==> src/rtl/mips_register_file.sv <==
// Eight-entry general-purpose register file for the single-cycle MIPS datapath.
// Two combinational read ports with same-cycle write bypass; r0 is hardwired to zero.
module mips_register_file #(
  parameter int DATA_W = 32,
  parameter int ADDR_W = 3
) (
  input  logic              clk,
  input  logic              rst_n,
  input  logic [ADDR_W-1:0] read_reg1,
  input  logic [ADDR_W-1:0] read_reg2,
  output logic [DATA_W-1:0] read_data1,
  output logic [DATA_W-1:0] read_data2,
  input  logic              write_en,
  input  logic [ADDR_W-1:0] write_reg,
  input  logic [DATA_W-1:0] write_data
);

  localparam int NREG = 1 << ADDR_W;

  // Read-side view of the array; entry 0 has no storage behind it.
  logic [DATA_W-1:0] rd_array [NREG];

  assign rd_array[0] = '0;

  genvar g;
  generate
    for (g = 1; g < NREG; g++) begin : g_reg
      logic              we;
      logic [DATA_W-1:0] q;

      // Write decoder output for this entry, gated by write_en.
      assign we = write_en && (write_reg == ADDR_W'(g));

      // NOTE: every stored entry is a real flop with a synchronous clear, so a
      // reset edge wipes the whole file; this is not a RAM macro.
      always_ff @(posedge clk) begin
        if (!rst_n) begin
          q <= '0;
        end else if (we) begin
          q <= write_data;
        end
      end

      assign rd_array[g] = q;
    end
  endgenerate

  logic              wr_live;
  logic              byp1;
  logic              byp2;
  logic [DATA_W-1:0] stored1;
  logic [DATA_W-1:0] stored2;

  assign stored1 = rd_array[read_reg1];
  assign stored2 = rd_array[read_reg2];

  // Bypass only for a write that will actually commit at the coming edge.
  assign wr_live = rst_n && write_en && (write_reg != '0);
  assign byp1    = wr_live && (write_reg == read_reg1);
  assign byp2    = wr_live && (write_reg == read_reg2);

  assign read_data1 = byp1 ? write_data : stored1;
  assign read_data2 = byp2 ? write_data : stored2;

endmodule

==> config.mk <==
export PLATFORM = sky130hd
export DESIGN_NAME = mips_register_file
export DESIGN_NICKNAME = d
export VERILOG_FILES = /design/src/rtl/mips_register_file.sv
export SDC_FILE = /design/constraint.sdc
export NUM_CORES = 1
export LEC_CHECK = 0
export CAP_MARGIN = 25
export CORE_MARGIN = 3
export CORE_UTILIZATION = 48
export DETAILED_ROUTE_END_ITERATION = 7
export MAX_ROUTING_LAYER = met4
export PLACE_DENSITY = 0.76
export SYNTH_ARGS = -nofsm -noshare
export SYNTH_HDL_FRONTEND = slang
export SYNTH_SLANG_ARGS = --single-unit
==> constraint.sdc <==
create_clock -name clk -period 2.1 [get_ports clk]
set_clock_uncertainty 0.05 [all_clocks]
set_input_delay 0.315 -clock clk [delete_from_list [all_inputs] [get_ports clk]]
set_output_delay 0.315 -clock clk [all_outputs]
set_load 0.05 [all_outputs]
==> results.py, run 1 <==
metrics = {
    "setup_path": {
        "worst_setup_path_end_kind": "primary output",
        "crit_buf_inv": 1,
        "critPathMaxStageDelay_ns": 0.39,
        "crit_family": "compound AO/OA/AOI/OAI gates",
        "required_ns": 1.74,
        "crit_fanout": 3,
        "cp-start-kind": "flop",
        "crit_type": "flop to primary output",
        "cp.arrival_ns": 2.07,
        "cp_slowest_cell": "a221oi_4",
        "cp_cell_sequence": "mux2_4 > a221oi_4 > a221o_1 > o21ai_2 > buf_12",
    },
    "clock_tree": {
        "cts_tree": "done",
        "ctsHoldBuffers": 0,
        "clk_pin_slew_worst_paths_ns": 0.07,
        "clock_sinks": 224,
        "clk_path_buf_depth": 3,
        "htreeDepth": 1,
        "clock_latency_ns": 0.56,
        "cts_buffers": 25,
        "root_buffer": "clkbuf_16",
    },
    "synth": {
        "netlist-cell-type-count": 25,
        "synth_top_area_cell": "dfxtp_1",
        "synth_top_area_share": 0.3569,
        "ys_seq_elements": 224,
        "syn-instance-count": 1556,
        "synth.net_count": 1600,
        "ys_seq_area_frac": 0.3569,
        "syn_area_mm2": 0.01257,
        "synth_warnings": 0,
        "synth_area_leaders": "dfxtp_1 (36%), nand2_1 (15%), a21boi_0 (12%)",
        "syn_avg_cell_area_um2": 8.076,
    },
    "finish": {
        "top_regs": "g.q: 224 flops",
        "multi_input_area_mm2": 0.009129,
        "largest_register": "g.q",
        "largest_register_ffs": 224,
        "nNetsFinal": 1780,
        "area_growth_pct": 50.33,
        "antenna_cells": 0,
        "final-seq-area_mm2": 0.004599,
        "drive_gt1_frac": 0.3737,
        "fillers": 1474,
    },
    "sta": {
        "period_needed_ns": 2.438,
        "hold_violations": 0,
        "relSlewSlack": 0.3298,
        "tightest_slew_ns": 1.005,
        "setup_ws_ns": -0.3383,
        "slew_violations": 0,
        "max_freq_mhz": 410.1,
        "rsz0062_at_grt": "yes",
        "fin_crit_sh": 1.161,
        "final-setup-viol-count": 64,
    },
    "routing": {
        "wl_um": 53720,
        "vias": 13910,
        "ant_nets": 0,
        "via_per_inst": 6.687,
        "firstDrtPassIters": 6,
        "wl_per_cell_um": 25.83,
        "drt_iter0_markers": 1775,
        "drc": 0,
    },
    "floorplanning": {
        "initial_core_util": 0.4933,
        "die_y_um": 167.8,
        "ioPinCount": 108,
        "fp-row-count": 58,
        "core_area_mm2": 0.02547,
        "dieArea_mm2": 0.02816,
        "die_x_um": 167.8,
    },
    "pwr": {
        "power_switching_mw": 3.559,
        "power_leakage_nw": 7.201,
        "ir_drop_mv": 0.4080,
        "combPwrFrac": 0.242,
        "power_mw": 11.65,
        "power_frac_seq": 0.380,
        "p_int_mw": 8.089,
        "p_clk_frac": 0.378,
        "netSwitchingFraction": 0.3056,
        "p_per_area_mw_per_mm2": 616.6,
    },
    "global_routing": {
        "grt_max_degree": 225,
        "grt_pass1_vias": 13510,
        "grt_antenna_before_repair": 0,
        "overflow": 0,
        "grtUsageTotal": 0.3436,
        "grt_pass1_wl_um": 75760,
    },
    "placed_design": {
        "routabilityCongestion": 0.8968,
        "hpwl_um": 27710,
        "pre_cts_slack_ns": -0.5751,
        "io_buffer_count": 107,
    },
    "status": {
        "failed_checks": "negative setup slack",
        "status": "complete, but fails checks",
    },
    "run": {
        "drv_cap": 0,
    },
    "worst_hold_path": {
        "hold_class": "primary input to flop",
    },
}
[synth_stat cells, drive strengths merged]
cell type and count:
nor2 6, and2 2, nand2 516, a221oi 64, nand2b 3, xor2 6, nor3 1, o21ai 64
nand4 1, mux2i 128, or3 1, nand3 3, a21boi 224, a221o 64, dfxtp 224, mux2 64
nor2b 7, nor4 2, buf 33, o311ai 1, clkbuf 142
[cell type report]
cell class,count,area share
Clock inverter,8,0.005895
Timing Repair Buffer,328,0.2098
Sequential cell,224,0.2435
Tap cell,330,0.02186
Clock buffer,33,0.03577
Multi-Input combinational cell,1157,0.4832
[power groups by stage]
stage               clock network [mW]  registers, mW  logic, mW
floorplan                            0           4.48       1.37
global placement                     0           4.49       2.31
detailed placement                   0           4.50       2.33
CTS                               4.36           4.41       2.61
global route                      4.53           4.43       2.89
finish                            4.41           4.42       2.82
[through the flow]
step	setup TNS (ns)	utilization	area [um2]	std cells	hold slack, ns
floorplan	-3.884	-	13230	1556	0.3967
global placement	-28.41	0.6182	15750	1958	0.4042
detailed placement	-33.77	0.6182	15750	1958	0.4104
CTS	-6.402	0.7151	18210	2063	0.3903
global route	-10.71	0.7416	18890	2080	0.4233
finish	-8.972	0.7416	18890	2080	0.3084
[tightest hold or removal path, stage by stage]
cell and delay, ns:
buf_6 0.11, buf_12 0.21, a21boi_1 0.21
[kinds of logic (layout without fill, tap and decap cells)]
family                    Yosys count  after routing  synth area share
AOI/OAI and AO/OA                 417            417            0.2562
DFF                               224            224            0.3569
buffers and inverters             175            369           0.05556
xor gates and xnor gates            6              6          0.004182
and+or+nand+nor                   542            542            0.1679
muxes                             192            192            0.1593
[placed cells by master (no fill, tap or decap), types with 42 or more instances in the layout]
cell      synthesis  layout
a221o_1          64      64
buf_4             2     148
buf_6             0      47
dfxtp_2           0      86
o21ai_4           0      51
nand2_1         516     494
mux2i_1         128     128
mux2_4            0      42
buf_12            0      82
dfxtp_1         224     136
a21boi_0        197     197
[metal layers]
| metal | GRT usage | wire length, um |
|---|---|---|
| met3 | 0.06950 | 6082 |
| met4 | 0.1829 | 4285 |
| met5 | - | 0 |
| met1 | 0.4013 | 18470 |
| met2 | 0.5590 | 24880 |
[path summary, 6_finish.rpt]
path	cells past startpoint	start	to	slack (ns)
max	5	g_reg[3].q[26]	read_data2[26]	-0.34
min reg2reg	2	g_reg[4].q[5]	g_reg[4].q[5]	0.42
min	3	rst_n	g_reg[5].q[9]	0.31
max reg2reg	3	g_reg[1].q[25]	g_reg[1].q[25]	1.07
[what timing repair did]
action | CTS | global route
resized for setup | 314 | 92
cloned | 7 | 2
endpoints found under the hold margin | 0 | 0
pin swaps | 55 | 60
setup endpoints to repair | 64 | 64
buffers inserted | 57 | 18
(Power assumes the default switching activity.)
==> inputs of run 2 (changes only) <==
--- a/config.mk
+++ b/config.mk
@@ -8,6 +8,7 @@
 export CAP_MARGIN = 25
 export CORE_MARGIN = 3
 export CORE_UTILIZATION = 48
+export CTS_CLUSTER_SIZE = 8
 export DETAILED_ROUTE_END_ITERATION = 7
 export MAX_ROUTING_LAYER = met4
 export PLACE_DENSITY = 0.76
==> run 2 against run 1 <==
Against the previous run:
- the run still ends with negative setup slack left
- total power down 0.54%
- die area is the same
- hold slack gained 0.059 ns
- worst setup slack better by 0.13 ns
- critical path depth grew 5
- sequential power barely moved
- highest routed layer unchanged
==> results.py, run 2 (synthesis results as in run 1) <==
metrics = {
    "setup_path": {
        "startpoint": "read_reg2[0]",
        "worstRegToRegCells": 2,
        "r2r-start": "g_reg[3].q[4]",
        "crit_fanout": 7,
        "cp-start-kind": "primary input",
        "crit_type": "primary input to primary output",
        "cp.arrival_ns": 1.94,
        "crit_end": "read_data2[21]",
        "worst_setup_path_end_kind": "primary output",
        "required_ns": 1.74,
        "r2r-end": "g_reg[3].q[4]",
        "r2r_slack_ns": 1.12,
    },
    "pwr": {
        "power_switching_mw": 3.453,
        "ir_drop_mv": 0.4766,
        "p_per_area_mw_per_mm2": 614.6,
        "power_frac_seq": 0.383,
        "power_leakage_nw": 7.197,
        "combPwrFrac": 0.241,
        "p_clk_frac": 0.377,
        "netSwitchingFraction": 0.2980,
        "p_int_mw": 8.133,
    },
    "run": {
        "drv_cap": 0,
    },
    "clock_tree": {
        "htreeDepth": 1,
        "clock_sinks": 224,
        "clk_path_buf_depth": 3,
        "root_buffer": "clkbuf_16",
        "cts_buffers": 31,
        "clock_latency_ns": 0.56,
        "ctsHoldBuffers": 0,
        "clk_pin_slew_worst_paths_ns": 0.05,
        "cts_tree": "done",
    },
    "worst_hold_path": {
        "hold_class": "primary input to flop",
    },
    "sta": {
        "setup_ws_ns": -0.2053,
        "hold_violations": 0,
        "fin_crit_sh": 1.098,
        "final-setup-viol-count": 64,
        "tightest_slew_ns": 0.8833,
        "period_needed_ns": 2.305,
        "slew_violations": 0,
        "max_freq_mhz": 433.8,
        "fin_hold_ws_ns": 0.3672,
        "rsz0062_at_grt": "yes",
        "relSlewSlack": 0.4112,
    },
    "finish": {
        "top_regs": "g.q: 224 flops",
        "final_common_cell": "nand2_1",
        "fin_cells": 2068,
        "final-seq-area_mm2": 0.004596,
        "drive_gt1_frac": 0.3803,
        "largest_register_ffs": 224,
        "final_util": 0.7401,
        "antenna_cells": 0,
        "fillers": 1502,
        "nNetsFinal": 1783,
        "area_growth_pct": 50.02,
        "multi_input_area_mm2": 0.009150,
        "largest_register": "g.q",
        "mostFrequentLayoutCells": "nand2_1 (480), a21boi_0 (197), buf_4 (154)",
    },
    "routing": {
        "vias": 13660,
        "via_per_inst": 6.604,
        "drc": 0,
        "wl_um": 52540,
        "firstDrtPassIters": 6,
        "wl_per_cell_um": 25.41,
        "drt_iter0_markers": 1763,
        "ant_nets": 0,
    },
    "placed_design": {
        "pre_cts_slack_ns": -0.5751,
        "dp_cells": 1958,
        "hpwl_um": 27710,
        "routabilityCongestion": 0.8968,
        "io_buffer_count": 107,
    },
    "floorplanning": {
        "initial_core_util": 0.4933,
        "fp-row-count": 58,
        "die_x_um": 167.8,
        "core_area_mm2": 0.02547,
        "die_y_um": 167.8,
        "dieArea_mm2": 0.02816,
        "ioPinCount": 108,
    },
    "status": {
        "failed_checks": "negative setup slack",
        "status": "complete, but fails checks",
    },
    "global_routing": {
        "grtUsageTotal": 0.3435,
        "overflow": 0,
        "grt_pass1_vias": 13730,
        "grt_antenna_before_repair": 0,
        "grt_pass1_wl_um": 75770,
        "grt_max_degree": 225,
    },
}
run 2: changes by cell type in the layout (fill, tap and decap cells not counted), moves of 4 or more:
cell,delta
nand2_1,-14
nand2_2,+13
buf_4,+6
buf_6,-6
clkbuf_1,-6
buf_8,-4
clkbuf_16,+4
clkinv_2,-4
run 2: power by group through the flow:
stage	clock, mW	combinational, mW	sequential, mW
2_1_floorplan	0	1.37	4.48
3_3_place_gp	0	2.31	4.49
3_5_place_dp	0	2.33	4.50
4_1_cts	4.34	2.62	4.42
5_1_grt	4.52	2.86	4.44
6_report	4.36	2.79	4.43
run 2: what timing repair did:
item,in CTS,in global routing
endpoints found under the setup margin,64,64
gates cloned,9,0
pin swaps,49,49
resized for setup,322,89
buffers inserted,55,21
run 2: metrics by stage:
step	power [mW]	setup TNS (ns)	instance area (um2)
finish	11.59	-8.814	18850
global route	11.82	-11.44	18850
CTS	11.37	-6.966	18340
detailed placement	6.825	-33.77	15750
global placement	6.800	-28.41	15750
floorplan	5.855	-3.884	13230
run 2: layer usage:
metal	global-route usage	share of wire	vias to the layer above
met4	0.1761	0.069	0
met2	0.5671	0.47	1027
met1	0.4045	0.36	6510
met5	-	0	-
li1	-	-	5792
met3	0.05753	0.098	328
run 2: worst max-delay path, stage by stage:
cell and delay [ns]:
buf_4 0.19, xor2_2 0.23, nor4_4 0.26, buf_4 0.19, buf_12 0.10, buf_12 0.14, buf_12 0.15, nand2_1 0.10
o21ai_4 0.10, buf_12 0.15
run 2: final cells by class:
| class | instances | share of cell area |
|---|---|---|
| flip-flops and latches | 224 | 0.2438 |
| repair buffers | 325 | 0.2073 |
| well taps | 330 | 0.02190 |
| clock inverters | 1 | 0.0004646 |
| clock buffers | 31 | 0.04115 |
| multi-input cells | 1157 | 0.4854 |
run 2: worst min-delay path by stage:
| stage | depth (start not counted) | startpoint | slack [ns] | endpoint |
|---|---|---|---|---|
| 2_1_floorplan | 2 | g_reg[4].q[5] | 0.40 | g_reg[4].q[5] |
| 4_1_cts | 6 | write_reg[1] | 0.39 | g_reg[4].q[2] |
| 3_3_place_gp | 2 | g_reg[5].q[21] | 0.40 | g_reg[5].q[21] |
| 6_report | 3 | rst_n | 0.37 | g_reg[2].q[11] |
| 3_5_place_dp | 2 | g_reg[5].q[21] | 0.41 | g_reg[5].q[21] |
| 5_1_grt | 6 | write_reg[1] | 0.41 | g_reg[4].q[24] |
